$ cat config.mk
export PLATFORM = sky130hd
export DESIGN_NAME = ctr_drbg_generate
export DESIGN_NICKNAME = d
export VERILOG_FILES = /design/src/rtl/ctr_drbg_generate.sv
export SDC_FILE = /design/constraint.sdc
export NUM_CORES = 2
export LEC_CHECK = 0
export BUFFER_PORTS_ARGS = -buffer_cell sky130_fd_sc_hd__buf_2
export CAP_MARGIN = 20
export CORE_AREA = 3 3 731 733
export CTS_CLUSTER_DIAMETER = 50
export DETAILED_ROUTE_END_ITERATION = 8
export DIE_AREA = 0 0 734 736
export MAX_ROUTING_LAYER = met4
export SLEW_MARGIN = 20
export SYNTH_ARGS = -nofsm -noshare
export SYNTH_HDL_FRONTEND = slang
export SYNTH_SLANG_ARGS = --single-unit
$ cat constraint.sdc
create_clock -name clk -period 3.6 [get_ports clk]
set_clock_uncertainty 0.2 [all_clocks]
set_input_delay 0.18 -clock clk [delete_from_list [all_inputs] [get_ports clk]]
set_output_delay 0.18 -clock clk [all_outputs]
set_load 0.02 [all_outputs]
$ cat src/rtl/ctr_drbg_generate.sv
// rtl/ctr_drbg_generate.sv - CTR_DRBG (AES-256) generate stage driving an external AES core
// Optional feature macro: CTR_DRBG_ADDIN_EN (additional-input update before generation)
module ctr_drbg_generate #(
    parameter int          MAX_BLOCKS      = 16,
    parameter logic [31:0] RESEED_INTERVAL = 32'd4096,
    parameter int          NB_W            = $clog2(MAX_BLOCKS + 1)
) (
    input  logic            clk,
    input  logic            rst_n,
    input  logic            start,
    input  logic [NB_W-1:0] num_blocks,
    input  logic [383:0]    additional_input,
    input  logic [255:0]    key_in,
    input  logic [127:0]    v_in,
    input  logic [31:0]     reseed_counter_in,
    output logic            out_valid,
    input  logic            out_ready,
    output logic [127:0]    out_block,
    output logic            aes_req,
    input  logic            aes_ack,
    output logic [255:0]    aes_key,
    output logic [127:0]    aes_pt,
    input  logic [127:0]    aes_ct,
    output logic [255:0]    key_out,
    output logic [127:0]    v_out,
    output logic [31:0]     reseed_counter_out,
    output logic            busy,
    output logic            done,
    output logic            reseed_required
);

`ifdef CTR_DRBG_ADDIN_EN
    localparam bit ADDIN_EN = 1'b1;
`else
    localparam bit ADDIN_EN = 1'b0;
`endif

    typedef enum logic [2:0] {IDLE, ADD_UPD, GEN_ENC, GEN_OUT, FIN_UPD, DONE} state_t;

    state_t          state;
    logic [255:0]    key_r;
    logic [127:0]    v_r;
    logic [383:0]    addin_r;
    logic [31:0]     rc_r;
    logic [NB_W-1:0] blocks_left;
    logic [1:0]      op_cnt;
    logic [255:0]    tmp_r;
    logic [NB_W-1:0] nb_clamped;
    logic            addin_nz;
    logic [383:0]    upd_data;
    logic [383:0]    upd_temp;

    assign nb_clamped = (num_blocks > NB_W'(MAX_BLOCKS)) ? NB_W'(MAX_BLOCKS) : num_blocks;
    assign addin_nz   = ADDIN_EN && (additional_input != '0);
    assign upd_data   = addin_r & {384{ADDIN_EN}};
    // ct1/ct2 are held in tmp_r; ct3 is taken straight off the bus on the final ack
    assign upd_temp   = {tmp_r, aes_ct} ^ upd_data;

    // V only moves when a request is launched, so it doubles as the stable plaintext
    assign aes_key = key_r;
    assign aes_pt  = v_r;
    assign busy    = (state != IDLE);

    always_ff @(posedge clk or negedge rst_n) begin
        if (!rst_n) begin
            state              <= IDLE;
            key_r              <= '0;
            v_r                <= '0;
            addin_r            <= '0;
            rc_r               <= '0;
            blocks_left        <= '0;
            op_cnt             <= '0;
            tmp_r              <= '0;
            out_valid          <= 1'b0;
            out_block          <= '0;
            aes_req            <= 1'b0;
            key_out            <= '0;
            v_out              <= '0;
            reseed_counter_out <= '0;
            done               <= 1'b0;
            reseed_required    <= 1'b0;
        end else begin
            done            <= 1'b0;
            reseed_required <= 1'b0;
            case (state)
                IDLE: begin
                    if (start) begin
                        if (reseed_counter_in > RESEED_INTERVAL) begin
                            done            <= 1'b1;
                            reseed_required <= 1'b1;
                            state           <= DONE;
                        end else begin
                            key_r       <= key_in;
                            v_r         <= v_in;
                            addin_r     <= additional_input;
                            rc_r        <= reseed_counter_in;
                            blocks_left <= nb_clamped;
                            op_cnt      <= '0;
                            if (addin_nz)
                                state <= ADD_UPD;
                            else if (nb_clamped != '0)
                                state <= GEN_ENC;
                            else
                                state <= FIN_UPD;
                        end
                    end
                end
                ADD_UPD, FIN_UPD: begin
                    if (!aes_req) begin
                        v_r     <= v_r + 128'd1;
                        aes_req <= 1'b1;
                    end else if (aes_ack) begin
                        aes_req <= 1'b0;
                        case (op_cnt)
                            2'd0: tmp_r[255:128] <= aes_ct;
                            2'd1: tmp_r[127:0]   <= aes_ct;
                            default: begin
                                key_r <= upd_temp[383:128];
                                v_r   <= upd_temp[127:0];
                                if (state == FIN_UPD) begin
                                    key_out            <= upd_temp[383:128];
                                    v_out              <= upd_temp[127:0];
                                    reseed_counter_out <= rc_r + 32'd1;
                                    done               <= 1'b1;
                                    state              <= DONE;
                                end else begin
                                    state <= (blocks_left != '0) ? GEN_ENC : FIN_UPD;
                                end
                            end
                        endcase
                        op_cnt <= (op_cnt == 2'd2) ? 2'd0 : op_cnt + 2'd1;
                    end
                end
                GEN_ENC: begin
                    if (!aes_req) begin
                        v_r     <= v_r + 128'd1;
                        aes_req <= 1'b1;
                    end else if (aes_ack) begin
                        aes_req   <= 1'b0;
                        out_block <= aes_ct;
                        out_valid <= 1'b1;
                        state     <= GEN_OUT;
                    end
                end
                GEN_OUT: begin
                    if (out_ready) begin
                        out_valid   <= 1'b0;
                        blocks_left <= blocks_left - NB_W'(1);
                        state       <= (blocks_left != NB_W'(1)) ? GEN_ENC : FIN_UPD;
                    end
                end
                DONE: state <= IDLE;
                default: state <= IDLE;
            endcase
        end
    end

endmodule

-- Yosys cells after proc, flatten, opt, wreduce, memory -nomap -nowiden
Index checks and enable logic that the tools add are counted.
Widths: inputs -> output; s select.
- output and inout port bits: 933
- logic and storage cells: 116
- register bits: 1230
- input port bits: 938
- add/subtract/negate cells: 4
- multiplexer cells: 51
- reductions and logical operators: 23
- magnitude comparators: 2
- equal/unequal tests: 18
- bitwise logic cells: 2
- operators by type and width (kind ; number):
    $mux 256 ; 5
    $mux 128 ; 6
    $pmux 256 s2 ; 1
    $pmux 128 s3 ; 1
    $add 128x1->128 const B ; 1
    $mux 3 ; 12
    $add 32x1->32 const B ; 1
    $gt 32x13->1 const B ; 1
    $mux 5 ; 4
    $ne 2x2->1 const B ; 9
    $reduce_and 4->1 ; 4
    $mux 1 ; 12
    $pmux 3 s4 ; 1
    $reduce_and 6->1 ; 2
    $mux 2 ; 5
    $pmux 5 s2 ; 1
    $reduce_and 5->1 ; 2
    $reduce_bool 5->1 ; 2
    $reduce_and 7->1 ; 1
    $eq 3x2->1 const B ; 2
    $ne 3x3->1 const B ; 2
    $reduce_and 3->1 ; 2
    $reduce_bool 2->1 ; 3
    $reduce_bool 3->1 ; 2
    other kinds (15) ; 18

-- Depth between registers and ports, before layout
- depth in word-level cells: 7
- gate-level depth with buffers: 12
- mapped depth without buffers: 8

-- Worst setup path after synthesis
OpenSTA, ideal clock, no wires.
- path type: reg-to-reg
- start: register v_r[30] (netlist: aes_pt[30])
- end: register v_r[65] (netlist: aes_pt[65])
- setup slack: 670 ps
- stages on the path, launching flop included: 10
- data required time: 3274 ps
- clock period less this slack: 2930 ps
- arrival time: 2604 ps
- library setup time: 126 ps
- path buffers: 2
- cell sequence: dfrtp_1 > nand4_1 > or2_2 > clkbuf_1 > or3_1 > clkbuf_1 > nor4_1 > xnor2_1 > o21ai_0 > a221o_1
- cells in the longest elaborated chain, start to end: 3
- elaborated cells on any way between the ends: 4
- classes of those cells: add/sub: 1; mux: 3
- ends and longest elaborated chain (element ; RTL line ; source):
    start: declaration ; 42 ; logic [127:0] v_r;
    start signal: assignment ; 94 ; v_r <= v_in;
    start signal: assignment ; 110 ; v_r <= v_r + 128'd1;
    start signal: assignment ; 119 ; v_r <= upd_temp[127:0];
    $add 128x1->128 * ; 110, 136 ;
    $mux 128, on equally long branches ; 135, 109 ;
    $pmux 128 s3 * ; 85 ; case (state)
Mark *: on every way between the ends. The rest lies on a longest branch, timed or not. The select of a mux whose other input is x is not followed.
A chain may end at the register's enable or synchronous reset.

-- Worst setup path in the final report
- start: register v_r[4] (netlist: aes_pt[4])
- end: register v_r[21] (netlist: aes_pt[21])
The elaborated chain is that of the path after synthesis.

==> results.md <==
* Run status: finished clean
* Placed instance count at 13,100
* Launch instance of the worst register-to-register path: aes_pt[4]
* Count of yosys warnings during synthesis at 0
* Detailed Routing Iterations Pass 1 at 6
* Reg-to-reg endpoint: aes_pt[21]
* Rows at 267
* Maximum single-stage delay on the critical path at 0.74 ns
* Post-route standard cell area excluding fillers at 88,900 um^2
* Violation count after the first detailed-route iteration at 4,476
* Worst reg2reg path depth at 9
* Core area at 528,000 um^2
* Worst slew margin relative to its limit at 0.379
* Worst Path Max Fanout at 6
* Max-slew violation total from the final report at 0
* Distinct cell type count after synthesis at 69
* Initial Utilization at 0.103
* Class of the worst hold path: input pin to asynchronous set/reset pin
* Clock insertion delay at the later pin of the skew report at 0.86 ns
* Critical path buffer and inverter count at 2
* Arrival time reported for the critical path endpoint at 4.08 ns
* Number of H-tree branching levels at 4
* Final critical-path setup slack at 0.0622 ns
* Wire length of the first global-routing pass at 506,000 um
* HPWL after DPL at 314,000 um
* Worst endpoint required time at 4.15 ns
* Cell class contributing the biggest share of worst-path delay: simple AND/OR/NAND/NOR gates
* Critical path cell sequence: nand4_1 -> or4_1 -> nor4_2 -> buf_4 -> nand2_1 -> nor3_1 -> a221oi_1 -> dlygate4sd3_1 -> o21ai_0
* Last weighted congestion value of the routability-driven placer at 0.919
* Number of clock buffers inserted by TritonCTS at 181
* Type of origin of the critical path: register
* Synthesis-to-finish area growth at 62.6%
* Initial antenna violation count at 153
* Filler instances at 58,300
* Max_cap viols at 0
* Endpoints failing hold at 0
* Maximum number of pins on one net before global-route repair at 110
* CP endpoint kind: register
* Worst Max-Slew Pin Slew at 0.931 ns
* Power Density at 890 nW/um^2
* Most frequent standard cell in the layout excluding fill and tap cells: sky130_fd_sc_hd__buf_2
* Primary flip-flop cell chosen by synthesis mapping: sky130_fd_sc_hd__dfrtp_1
* Via count at 52,200
* Layout net count at 8,113
* Cell area after synthesis at 54,700 um^2
* Register-to-Register Setup Slack at 0.06 ns
* Share of synthesized area occupied by flip-flops and latches at 0.563
* Post-synth ARST share at 1.00
* Multi-input gate area in the final layout at 22,800 um^2
* Leakage power at 40.6 nW
* Number of enable-type register cells in the synthesized netlist at 0
* Category of the most critical setup path: register to register
* Count of unresolved DRC violations after routing at 0
* Clock-pin slew reported for the worst setup and hold paths after clock tree synthesis at 0.06 ns
* Root cell of the clock tree: sky130_fd_sc_hd__clkbuf_16
* Clock tree from TritonCTS: yes
* TNS Setup at 0 ns
* Top-level port count at 1,871
* Die Wd at 734 um
* Highest-delay cell along the critical path: sky130_fd_sc_hd__or4_1
* Buffer depth of the longest clock path at 4
* Total nets after synthesis at 5,557
* Routed WL at 393,000 um
* Global Route Usage Sum at 0.143
* Count of buffers inserted at the top-level ports at 1,486
* Overall overflow remaining after global route at 0
* Utilization of the core after routing at 0.168
* Clock Sinks at 1,230
* Ratio of cells with drive above 1 in the final layout at 0.397
* Non-Filler Instances at 14,500
* Total setup violations reported at the end of the flow at 0
* Number of register bits inferred by synthesis at 1,230
* Instance area after placement at 72,900 um^2
* Total design power at 79.1 mW
* Highest-count cells in the layout ignoring fill and taps: sky130_fd_sc_hd__buf_2, sky130_fd_sc_hd__dfrtp_1, sky130_fd_sc_hd__dlygate4sd3_1, sky130_fd_sc_hd__mux2_2, sky130_fd_sc_hd__nor2_1
* Minimum clock period at 3.54 ns
* Die Y-Extent at 736 um
* Highest attainable clock frequency at 283 MHz
* Drt wl/cell at 27.2 um
* Antenna Violating Nets Remaining at 0
* Per-cell via count in the routed design at 3.61
* Overall die area at 540,000 um^2
* Final hold slack at 0.138 ns
* Register Area at 30,800 um^2
* Post-route clock period utilization at 0.983
* Number of global-route vias before repair at 52,700
* Max rail drop VDD at 568 uV
* Worst slack after detailed placement at 0.0672 ns
* Post-synthesis average cell area at 11.8 um^2
* Number of instances in the synthesized netlist at 4,615
[routing by layer]
layer | up-vias | global-route usage | routed length (um)
met5 | - | - | 0
met4 | 0 | 0.0848 | 28900
met3 | 946 | 0.0566 | 41800
met2 | 3099 | 0.205 | 162000
met1 | 26000 | 0.169 | 160000
li1 | 22100 | - | -
[cells in the mapped netlist (9+ instances only)]
master                      number  share of area
sky130_fd_sc_hd__a21o_1         13         0.0018
sky130_fd_sc_hd__a21oi_1       365          0.033
sky130_fd_sc_hd__a221oi_1       22         0.0035
sky130_fd_sc_hd__a22o_1         41         0.0066
sky130_fd_sc_hd__a22oi_1        46         0.0063
sky130_fd_sc_hd__a31oi_1        31         0.0035
sky130_fd_sc_hd__and2_1         12         0.0014
sky130_fd_sc_hd__and3_1         44         0.0050
sky130_fd_sc_hd__and4_1         13         0.0021
sky130_fd_sc_hd__buf_1          23         0.0016
sky130_fd_sc_hd__buf_2          22         0.0020
sky130_fd_sc_hd__buf_6           9         0.0019
sky130_fd_sc_hd__clkbuf_1      253          0.017
sky130_fd_sc_hd__dfrtp_1      1230           0.56
sky130_fd_sc_hd__inv_1          32         0.0022
sky130_fd_sc_hd__mux2_2        704           0.14
sky130_fd_sc_hd__mux2_4         73          0.020
sky130_fd_sc_hd__mux2i_1       265          0.049
sky130_fd_sc_hd__nand2_1       183          0.013
sky130_fd_sc_hd__nand2b_1       19         0.0022
sky130_fd_sc_hd__nand3_1       102         0.0093
sky130_fd_sc_hd__nand4_1        79         0.0090
sky130_fd_sc_hd__nor2_1        405          0.028
sky130_fd_sc_hd__nor2b_1        28         0.0032
sky130_fd_sc_hd__nor3_1         57         0.0052
sky130_fd_sc_hd__nor3b_1        10         0.0014
sky130_fd_sc_hd__nor4_1         60         0.0069
sky130_fd_sc_hd__o21a_1         12         0.0016
sky130_fd_sc_hd__o21ai_0       235          0.022
sky130_fd_sc_hd__o22ai_1        24         0.0027
sky130_fd_sc_hd__o2bb2ai_1       9         0.0014
sky130_fd_sc_hd__o31a_1         12         0.0019
sky130_fd_sc_hd__o41ai_1         9         0.0014
sky130_fd_sc_hd__or3_1          17         0.0019
sky130_fd_sc_hd__or4_1          11         0.0015
sky130_fd_sc_hd__xnor2_1        21         0.0034
sky130_fd_sc_hd__xor2_1         39         0.0062
[layout make-up]
type,instances,share of cell area
flip-flops and latches,1230,0.346
multi-input cells,3045,0.256
repair buffers,2681,0.221
well taps,6994,0.0984
clock buffers,228,0.0559
clock inverters,100,0.0166
diodes,160,0.00450
inverters,32,0.00137
[kinds of logic (layout without fill, tap and decap cells)]
| kind of cell | after synthesis | count (layout) | synth area share |
|---|---|---|---|
| buffers and inverters | 340 | 3041 | 0.0251 |
| other | 0 | 160 | 0 |
| AOI/OAI and AO/OA | 876 | 876 | 0.0949 |
| xor gates and xnor gates | 60 | 60 | 0.00961 |
| and+or+nand+nor | 1063 | 1063 | 0.0931 |
| muxes | 1042 | 1042 | 0.214 |
| adders and majority gates | 4 | 4 | 0.000915 |
| DFF | 1230 | 1230 | 0.563 |
[worst min-delay path, stage by stage]
cell and delay, ns:
sky130_fd_sc_hd__dlygate4sd3_1 0.59, sky130_fd_sc_hd__buf_12 0.46, sky130_fd_sc_hd__buf_12 0.33
[state kept, by name (all words and copies together), names as in the netlist]
name                cells
aes_key               256
aes_pt                128
aes_req                 1
blocks_left             5
done                    1
key_out               256
op_cnt                  2
out_block             128
out_valid               1
rc_r                   32
reseed_counter_out     32
reseed_required         1
state                   3
tmp_r                 256
v_out                 128
[worst max path at each step]
stage               depth (start not counted)          end                 start  slack (ns)
floorplan                                   9   aes_pt[65]            aes_pt[30]        0.67
global placement                            9   aes_pt[67]             aes_pt[2]       -0.61
detailed placement                         10   tmp_r[182]  reseed_counter_in[0]        0.07
CTS                                        10   aes_pt[78]              state[0]        0.01
global route                               11  aes_pt[103]            aes_pt[38]      -0.007
finish                                      9   aes_pt[21]             aes_pt[4]        0.06
[repair_timing]
action,CTS,global route
setup endpoints to repair,0,28
gates resized for setup,0,16
hold buffers,905,0
buffers inserted,0,4
endpoints found under the hold margin,2051,0
[power by group]
part | internal, mW | switching (mW)
Clock | 11.5 | 7.61
Sequential | 19.4 | 5.18
Combinational | 13.2 | 22.2
Total | 44.1 | 35.0
Power figures use the tool's default switching activity.
